### src/rtl/shift_unit_pipe.sv
// rtl/shift_unit_pipe.sv - two-stage pipelined shift/rotate unit (SLL, SRA, ROR, ROL) with zero flag and tag
module shift_unit_pipe #(
  parameter int WIDTH = 16,
  parameter int AMT_W = $clog2(WIDTH),
  parameter int TAG_W = 4
) (
  input  logic             clk,
  input  logic             rst_n,
  input  logic             flush,
  input  logic             in_valid,
  output logic             in_ready,
  input  logic [WIDTH-1:0] in_data,
  input  logic [AMT_W-1:0] in_amt,
  input  logic [1:0]       in_mode,
  input  logic [TAG_W-1:0] in_tag,
  output logic             out_valid,
  input  logic             out_ready,
  output logic [WIDTH-1:0] out_data,
  output logic             out_zero,
  output logic [TAG_W-1:0] out_tag
);

  // Low amount bits are applied in stage 1, high bits in stage 2.
  localparam int LO   = AMT_W / 2;
  localparam int HI_W = AMT_W - LO;

  localparam logic [1:0] MODE_SLL = 2'b00;
  localparam logic [1:0] MODE_SRA = 2'b01;
  localparam logic [1:0] MODE_ROR = 2'b10;
  localparam logic [1:0] MODE_ROL = 2'b11;

  // One shifter slice. ROL never reaches here: it is rewritten as ROR by
  // the negated amount before stage 1, so both stages only rotate right.
  // SRA stays correct across the split because an arithmetic right shift
  // keeps the sign bit in the MSB for the second stage to replicate.
  function automatic logic [WIDTH-1:0] shift_f(
    input logic [WIDTH-1:0] d,
    input logic [AMT_W-1:0] n,
    input logic [1:0]       m
  );
    logic [2*WIDTH-1:0] dbl;
    dbl = {d, d} >> n;
    case (m)
      MODE_SLL: shift_f = d << n;
      MODE_SRA: shift_f = $signed(d) >>> n;
      default:  shift_f = dbl[WIDTH-1:0];
    endcase
  endfunction

  // Stage 1 registers
  logic             s1_valid_q, s1_valid_d;
  logic [WIDTH-1:0] s1_data_q,  s1_data_d;
  logic [HI_W-1:0]  s1_amt_hi_q, s1_amt_hi_d;
  logic [1:0]       s1_mode_q,  s1_mode_d;
  logic [TAG_W-1:0] s1_tag_q,   s1_tag_d;

  // Stage 2 (output) registers
  logic             s2_valid_q, s2_valid_d;
  logic [WIDTH-1:0] out_data_q, out_data_d;
  logic             out_zero_q, out_zero_d;
  logic [TAG_W-1:0] out_tag_q,  out_tag_d;

  logic             s1_ready;
  logic             s2_ready;
  logic             accept;
  logic             s2_load;
  logic [AMT_W-1:0] amt_eff;
  logic [1:0]       mode_eff;
  logic [WIDTH-1:0] s2_result;

  // Backward-flowing ready chain: a stage can take new data when empty or when it drains this cycle.
  always_comb begin
    s2_ready = !s2_valid_q || out_ready;
    s1_ready = !s1_valid_q || s2_ready;
    in_ready = s1_ready && !flush;
    accept   = in_valid && in_ready;
    s2_load  = s2_ready && s1_valid_q;
  end

  // Stage 1 next state: fold ROL into ROR, apply the low amount bits, carry the rest forward.
  always_comb begin
    s1_valid_d  = s1_valid_q;
    s1_data_d   = s1_data_q;
    s1_amt_hi_d = s1_amt_hi_q;
    s1_mode_d   = s1_mode_q;
    s1_tag_d    = s1_tag_q;
    amt_eff     = (in_mode == MODE_ROL) ? -in_amt : in_amt;
    mode_eff    = (in_mode == MODE_ROL) ? MODE_ROR : in_mode;
    if (flush) begin
      s1_valid_d = 1'b0;
    end else if (s1_ready) begin
      s1_valid_d = accept;
    end
    if (accept) begin
      s1_data_d   = shift_f(in_data, {{HI_W{1'b0}}, amt_eff[LO-1:0]}, mode_eff);
      s1_amt_hi_d = amt_eff[AMT_W-1:LO];
      s1_mode_d   = mode_eff;
      s1_tag_d    = in_tag;
    end
  end

  // Stage 2 next state: apply the high amount bits and form the zero flag; hold while stalled.
  always_comb begin
    s2_valid_d = s2_valid_q;
    out_data_d = out_data_q;
    out_zero_d = out_zero_q;
    out_tag_d  = out_tag_q;
    s2_result  = shift_f(s1_data_q, {s1_amt_hi_q, {LO{1'b0}}}, s1_mode_q);
    if (flush) begin
      s2_valid_d = 1'b0;
    end else if (s2_ready) begin
      s2_valid_d = s1_valid_q;
    end
    if (s2_load) begin
      out_data_d = s2_result;
      out_zero_d = (s2_result == '0);
      out_tag_d  = s1_tag_q;
    end
  end

  // Pipeline registers with asynchronous clear.
  always_ff @(posedge clk or negedge rst_n) begin
    if (!rst_n) begin
      s1_valid_q  <= 1'b0;
      s1_data_q   <= '0;
      s1_amt_hi_q <= '0;
      s1_mode_q   <= '0;
      s1_tag_q    <= '0;
      s2_valid_q  <= 1'b0;
      out_data_q  <= '0;
      out_zero_q  <= 1'b0;
      out_tag_q   <= '0;
    end else begin
      s1_valid_q  <= s1_valid_d;
      s1_data_q   <= s1_data_d;
      s1_amt_hi_q <= s1_amt_hi_d;
      s1_mode_q   <= s1_mode_d;
      s1_tag_q    <= s1_tag_d;
      s2_valid_q  <= s2_valid_d;
      out_data_q  <= out_data_d;
      out_zero_q  <= out_zero_d;
      out_tag_q   <= out_tag_d;
    end
  end

  assign out_valid = s2_valid_q;
  assign out_data  = out_data_q;
  assign out_zero  = out_zero_q;
  assign out_tag   = out_tag_q;

endmodule
### config.mk
export PLATFORM = sky130hd
export DESIGN_NAME = shift_unit_pipe
export DESIGN_NICKNAME = d
export VERILOG_FILES = /design/src/rtl/shift_unit_pipe.sv
export SDC_FILE = /design/constraint.sdc
export NUM_CORES = 1
export LEC_CHECK = 0
export BUFFER_PORTS_ARGS = -buffer_cell sky130_fd_sc_hd__buf_2
export CAP_MARGIN = 20
export CELL_PAD_IN_SITES_DETAIL_PLACEMENT = 1
export CELL_PAD_IN_SITES_GLOBAL_PLACEMENT = 1
export CORE_MARGIN = 8
export CORE_UTILIZATION = 49
export CTS_BUF_LIST = sky130_fd_sc_hd__clkbuf_8
export DETAILED_ROUTE_END_ITERATION = 10
export PLACE_DENSITY_LB_ADDON = 0.1
export SLEW_MARGIN = 10
export SYNTH_ARGS = -nofsm -noshare
export SYNTH_HDL_FRONTEND = slang
export SYNTH_SLANG_ARGS = --single-unit
export TNS_END_PERCENT = 20
### constraint.sdc
create_clock -name clk -period 4.4 [get_ports clk]
set_clock_uncertainty 0.2 [all_clocks]
set_input_delay 0.44 -clock clk [delete_from_list [all_inputs] [get_ports clk]]
set_output_delay 0.44 -clock clk [all_outputs]
set_load 0.03 [all_outputs]
### Word-level counts from Yosys, hierarchy flattened

Cells that the tools add are included.

| word-level totals | value |
|---|---|
| register bits after elaboration | 47 |
| bits in latches | 0 |
| bits in writable memories | 0 |
| memory bits (read-only) | 0 |
| input port bits | 31 |
| logic and storage cells | 40 |
| memories kept | 0 |

| operators by class | value |
|---|---|
| $add $sub $neg | 1 |
| $mul | 0 |
| div/mod/pow operators | 0 |
| order comparisons | 0 |
| eq/ne operators | 3 |
| shift operators | 6 |
| multiplexer cells | 8 |
| bitwise logic cells | 0 |
| reduce and logical (&&, ||, !) cells | 13 |

Operators by type and width:

| cell | count |
|---|---|
| one-hot mux 16 bit (2 select lines) | 2 |
| >> shifter 32 x 2 -> 16 bit | 1 |
| >> shifter 32 x 4 -> 16 bit | 1 |
| zero test 16 bit | 1 |
| left shift 16 x 2 -> 16 bit | 1 |
| left shift 16 x 4 -> 16 bit | 1 |
| >>> shifter 16 x 2 -> 16 bit | 1 |
| >>> shifter 16 x 4 -> 16 bit | 1 |
| equality test 2 x 1 -> 1 bit (second input constant) | 2 |
| zero test 2 bit | 2 |
| two-way mux 1 bit | 4 |
| two-way mux 4 bit | 1 |
| negation 4 bit | 1 |
| nonzero test 2 bit | 2 |
| logical AND 1 bit | 3 |
| zero test 1 bit | 3 |
| equality test 2 bit (second input constant) | 1 |
| logical OR 1 bit | 2 |
| two-way mux 2 bit | 1 |

### Logic depth before layout (Yosys ltp)

| depth | value |
|---|---|
| depth after elaboration | 7 |
| depth in mapped cells | 10 |
| depth with buffers taken out | 7 |

### Worst setup path after synthesis

OpenSTA, ideal clock, no wires.

| timing | value |
|---|---|
| kind | input to register |
| start | in in_amt[0] |
| end | reg s1_data_q[11] |
| library setup time | 0.135 ns |
| arrival time | 2.387 ns |
| data required time | 4.065 ns |
| slack | 1.678 ns |
| cell stages on the path | 8 |
| cells stage by stage | inv_1 > buf_1 > ha_1 > mux2i_1 > buf_4 > mux4_2 > mux2i_1 > o21ai_0 |

| between the ends | value |
|---|---|
| word-level cells in the longest chain between the ends | 4 |

RTL lines:

| element | line | RTL |
|---|---|---|
| from (decl) | 13 | `input logic [AMT_W-1:0] in_amt,` |
| negation 4 bit | 87 | `amt_eff = (in_mode == MODE_ROL) ? -in_amt : in_amt;` |
| two-way mux 4 bit (*) | 87 |  |
| >> shifter 32 x 2 -> 16 bit (tied with other cells) | 42 | `dbl = {d, d} >> n;` |
| one-hot mux 16 bit (2 select lines) (*) | 43 | `case (m)` |
| to (signal assigned) | 135 | `s1_data_q <= s1_data_d;` |
| to (decl) | 52 | `logic [WIDTH-1:0] s1_data_q, s1_data_d;` |

Every way passes the cells marked *; elsewhere a longest branch is shown, timed or not.
A chain may end at the register's enable or synchronous reset.

### Worst setup path after layout

| timing | value |
|---|---|
| start | in in_amt[0] |
| end | reg s1_data_q[2] |

The elaborated chain is that of the path after synthesis.

==> results_dict.tcl <==
set metrics [dict create \
    synth-xor-area-share 0.00486 \
    synth_adder_area_share 0.00347 \
    post-route-drc-count 0 \
    worst-slew-pin-transition_ns 0.977 \
    synth_area_leader_cell "dfrtp_1" \
    num-fill-cells 858 \
    antenna_cells 0 \
    h_tree_levels 2 \
    layout.cells.most_common_list "nand2_1 (53), buf_2 (53), o21ai_0 (47), dfrtp_1 (47)" \
    flow.area_growth_from_synthesis_pct 10.9 \
    synth_async_sr_flop_share 1.00 \
    leakagePower_uw 0.00175 \
    largest_family_of_logic_cells_by_synthesized_area "multiplexers" \
    final-max-slew-violation-count 0 \
    synth.area.mux_share 0.252 \
    fmax_mhz 333 \
    rsz0062_at_grt "no" \
    critical_path.max_stage_delay_ns 0.77 \
    postSynthCellCount 388 \
    ctsRootBufferMaster "clkbuf_8" \
    first_iter_violations 210 \
    io_pins 54 \
    drive_gt1_frac 0.271 \
    cts_tree "done" \
    design.final.nets 455 \
    seqCellArea_um2 1180 \
    min_period_over_period 0.682 \
    finalHoldViolations 0 \
    cp_launch_point "in_amt[0]" \
    post_synth_num_cell_types 52 \
    synth_top_area_share 0.326 \
    cts.sink_count 47 \
    first_global_vias 3223 \
    width_of_the_chip_um 102 \
    syn-num-nets 420 \
    die_y_um 102 \
    synth_compound_gate_area_share 0.189 \
    multi_input_comb_area_um2 2210 \
    dr_total_vias 3189 \
    worstReg2RegStart "s1_amt_hi_q[0]" \
    critical_path.endpoint_type "flip-flop" \
    worst_skew_late_latency_ns 0.32 \
    dominantRegCellSynth "dfrtp_1" \
    placementRows 31 \
    wirelength_mm 10.3 \
    post-route-util 0.557 \
    portBuffers 53 \
    required_time_at_the_endpoint_of_the_critical_path_ns 4.37 \
    synth-edff-count 0 \
    post_synth.cell_area_avg_um2 9.30 \
    synthSimpleGateAreaFrac 0.162 \
    critical_path_class "primary input to flip-flop" \
    path_delay_family "multiplexers" \
    totalNegativeSetupSlack_ns 0 \
    design.die.area_um2 10400 \
    syn-cell-area_um2 3610 \
    cp_cell_sequence "buf_2 > buf_4 > inv_1 > ha_1 > mux2i_2 > mux4_2 > o21ai_0 > o21ai_0" \
    cts.path.max_buffers 2 \
    worstSetupStartpointType "primary input" \
    ir_worst_vdd_mv 0.235 \
    synthTopCellsByArea "dfrtp_1 (33%), mux4_2 (14%), o21ai_0 (6.5%)" \
    start_util 0.503 \
    post_dp_area_um2 3860 \
    routed_via_density 6.10 \
    setup_viol 0 \
    yosys_register_bits 47 \
    grt_antenna_before_repair 0 \
    wire_length_of_the_first_global_routing_pass_mm 17.1 \
    hold_path.class "primary input to flip-flop" \
    critPathSlowestCell "mux2i_2" \
    globalRouteTotalUtil 0.208 \
    final_period_minus_worst_setup_slack_ns 3.00 \
    yosysSeqAreaShare 0.326 \
    run_status "finished, final reports clean" \
    timing.critical_path.arrival_ns 2.97 \
    worstHoldStart "flush" \
    cts_made_buffers 5 \
    largest_net_degree_at_the_start_of_global_routing 48 \
    yosys_warning_total 0 \
    post-route-cell-area_um2 4000 \
    final_antenna_violating_net_count 0 \
    timing.critical_path.fanout_max 29 \
    drt_first_pass_iters 4 \
    slew-limit-headroom 0.336 \
    gp_congestion 0.867 \
    core_region_area_um2 7180 \
    timing.max_cap.violations 0 \
    cpMostUsedCell "o21ai_0" \
    cts.clk_slew.worst_paths_ns 0.11 \
    detail_route.wl_per_cell_um 19.7 \
    power_density_normalized_to_cell_area_nw_per_um2 401 \
    timing.critical_path.buf_inv 3 \
    dp.final_hpwl_mm 7.46 \
    overflow 0 \
]
==> registers in the layout (all words and copies together), names as in the netlist <==
register,flops
s1_mode_q,2
s1_amt_hi_q,2
s1_valid_q,1
out_data,16
s1_tag_q,4
s1_data_q,16
out_valid,1
out_zero,1
out_tag,4
==> cell families (layout without fill, tap and decap cells) <==
| group | count (synthesis) | count (layout) |
|---|---|---|
| adders and majority gates | 1 | 1 |
| buffers and inverters | 42 | 78 |
| DFF | 47 | 47 |
| and+or+nand+nor | 123 | 123 |
| xor gates and xnor gates | 2 | 2 |
| AOI/OAI and AO/OA | 112 | 112 |
| muxes | 61 | 61 |
==> synth_stat cells (2+ instances only) <==
cell type,count
mux4_2,22
o211ai_1,3
buf_6,5
mux2_2,15
buf_4,4
xnor2_1,2
a21oi_1,18
nor4_1,2
nand4_1,2
a311o_1,2
o22ai_1,5
o21ai_1,5
a22oi_1,3
o21ai_0,47
nand2b_1,10
clkbuf_1,12
a311oi_1,8
nor2b_1,6
dfrtp_1,47
and3_1,2
nand2_1,53
nand3_1,7
or2b_1,2
a211oi_1,4
mux2i_1,23
a31oi_1,5
nor2_1,21
buf_1,3
inv_1,7
a21o_1,5
nor3_1,7
buf_2,11
==> report_power, final <==
group / leakage (uW) / total [uW] / switching, uW / internal, uW
clock: 0.0000526 / 300 / 178 / 122
sequential: 0.000584 / 633 / 108 / 524
combinational: 0.00111 / 673 / 405 / 268
==> routing by layer <==
metal	GRT usage	wire length (um)	share of wire
met3	0.0330	412	0.040
met1	0.283	4630	0.45
met2	0.339	5130	0.50
met5	0	0	0
met4	0.0470	127	0.012
==> worst reg2reg max path, stage by stage, from the launching register on <==
cell and delay [ns]:
dfrtp_1 0.67, buf_4 0.46, nor2_2 0.08, mux2i_1 0.18
nor2_1 0.06, or4_4 0.56, nor4_1 0.43, a32o_2 0.24
==> area by class of cell <==
| type | count | area share |
|---|---|---|
| tap | 99 | 0.0310 |
| multi-input combinational | 299 | 0.553 |
| clock buffer | 5 | 0.0172 |
| timing repair buffer | 63 | 0.0907 |
| inverter | 7 | 0.00657 |
| sequential | 47 | 0.294 |
| clock inverter | 3 | 0.00782 |
==> final timing paths <==
path,depth (start not counted),slack (ns),to
min in group asynchronous,2,0.45,out_tag[0]
worst max register to register,7,1.47,out_zero
worst min-delay path,2,0.1,out_valid
max in group asynchronous,3,3.01,s1_data_q[6]
worst max-delay path,8,1.40,s1_data_q[2]
worst min register to register,2,0.28,out_data[6]
==> per-stage QoR <==
stage / power [uW] / setup WS [ns] / instances / hold slack, ns
2_1_floorplan: 1110 / 1.68 / 388 / -0.0556
3_3_place_gp: 1290 / 1.24 / 513 / 0.255
5_1_grt: 1710 / 1.21 / 523 / 0.0884
6_report: 1610 / 1.40 / 523 / 0.0979
3_5_place_dp: 1310 / 1.13 / 513 / 0.266
4_1_cts: 1610 / 1.42 / 521 / 0.0826
==> what timing repair did <==
item / in CTS / in global routing
hold buffers: 0 / 1
buffers inserted: 0 / 0
hold endpoints to repair: 0 / 22
resized for setup: 0 / 0
Power figures use the tool's default switching activity.
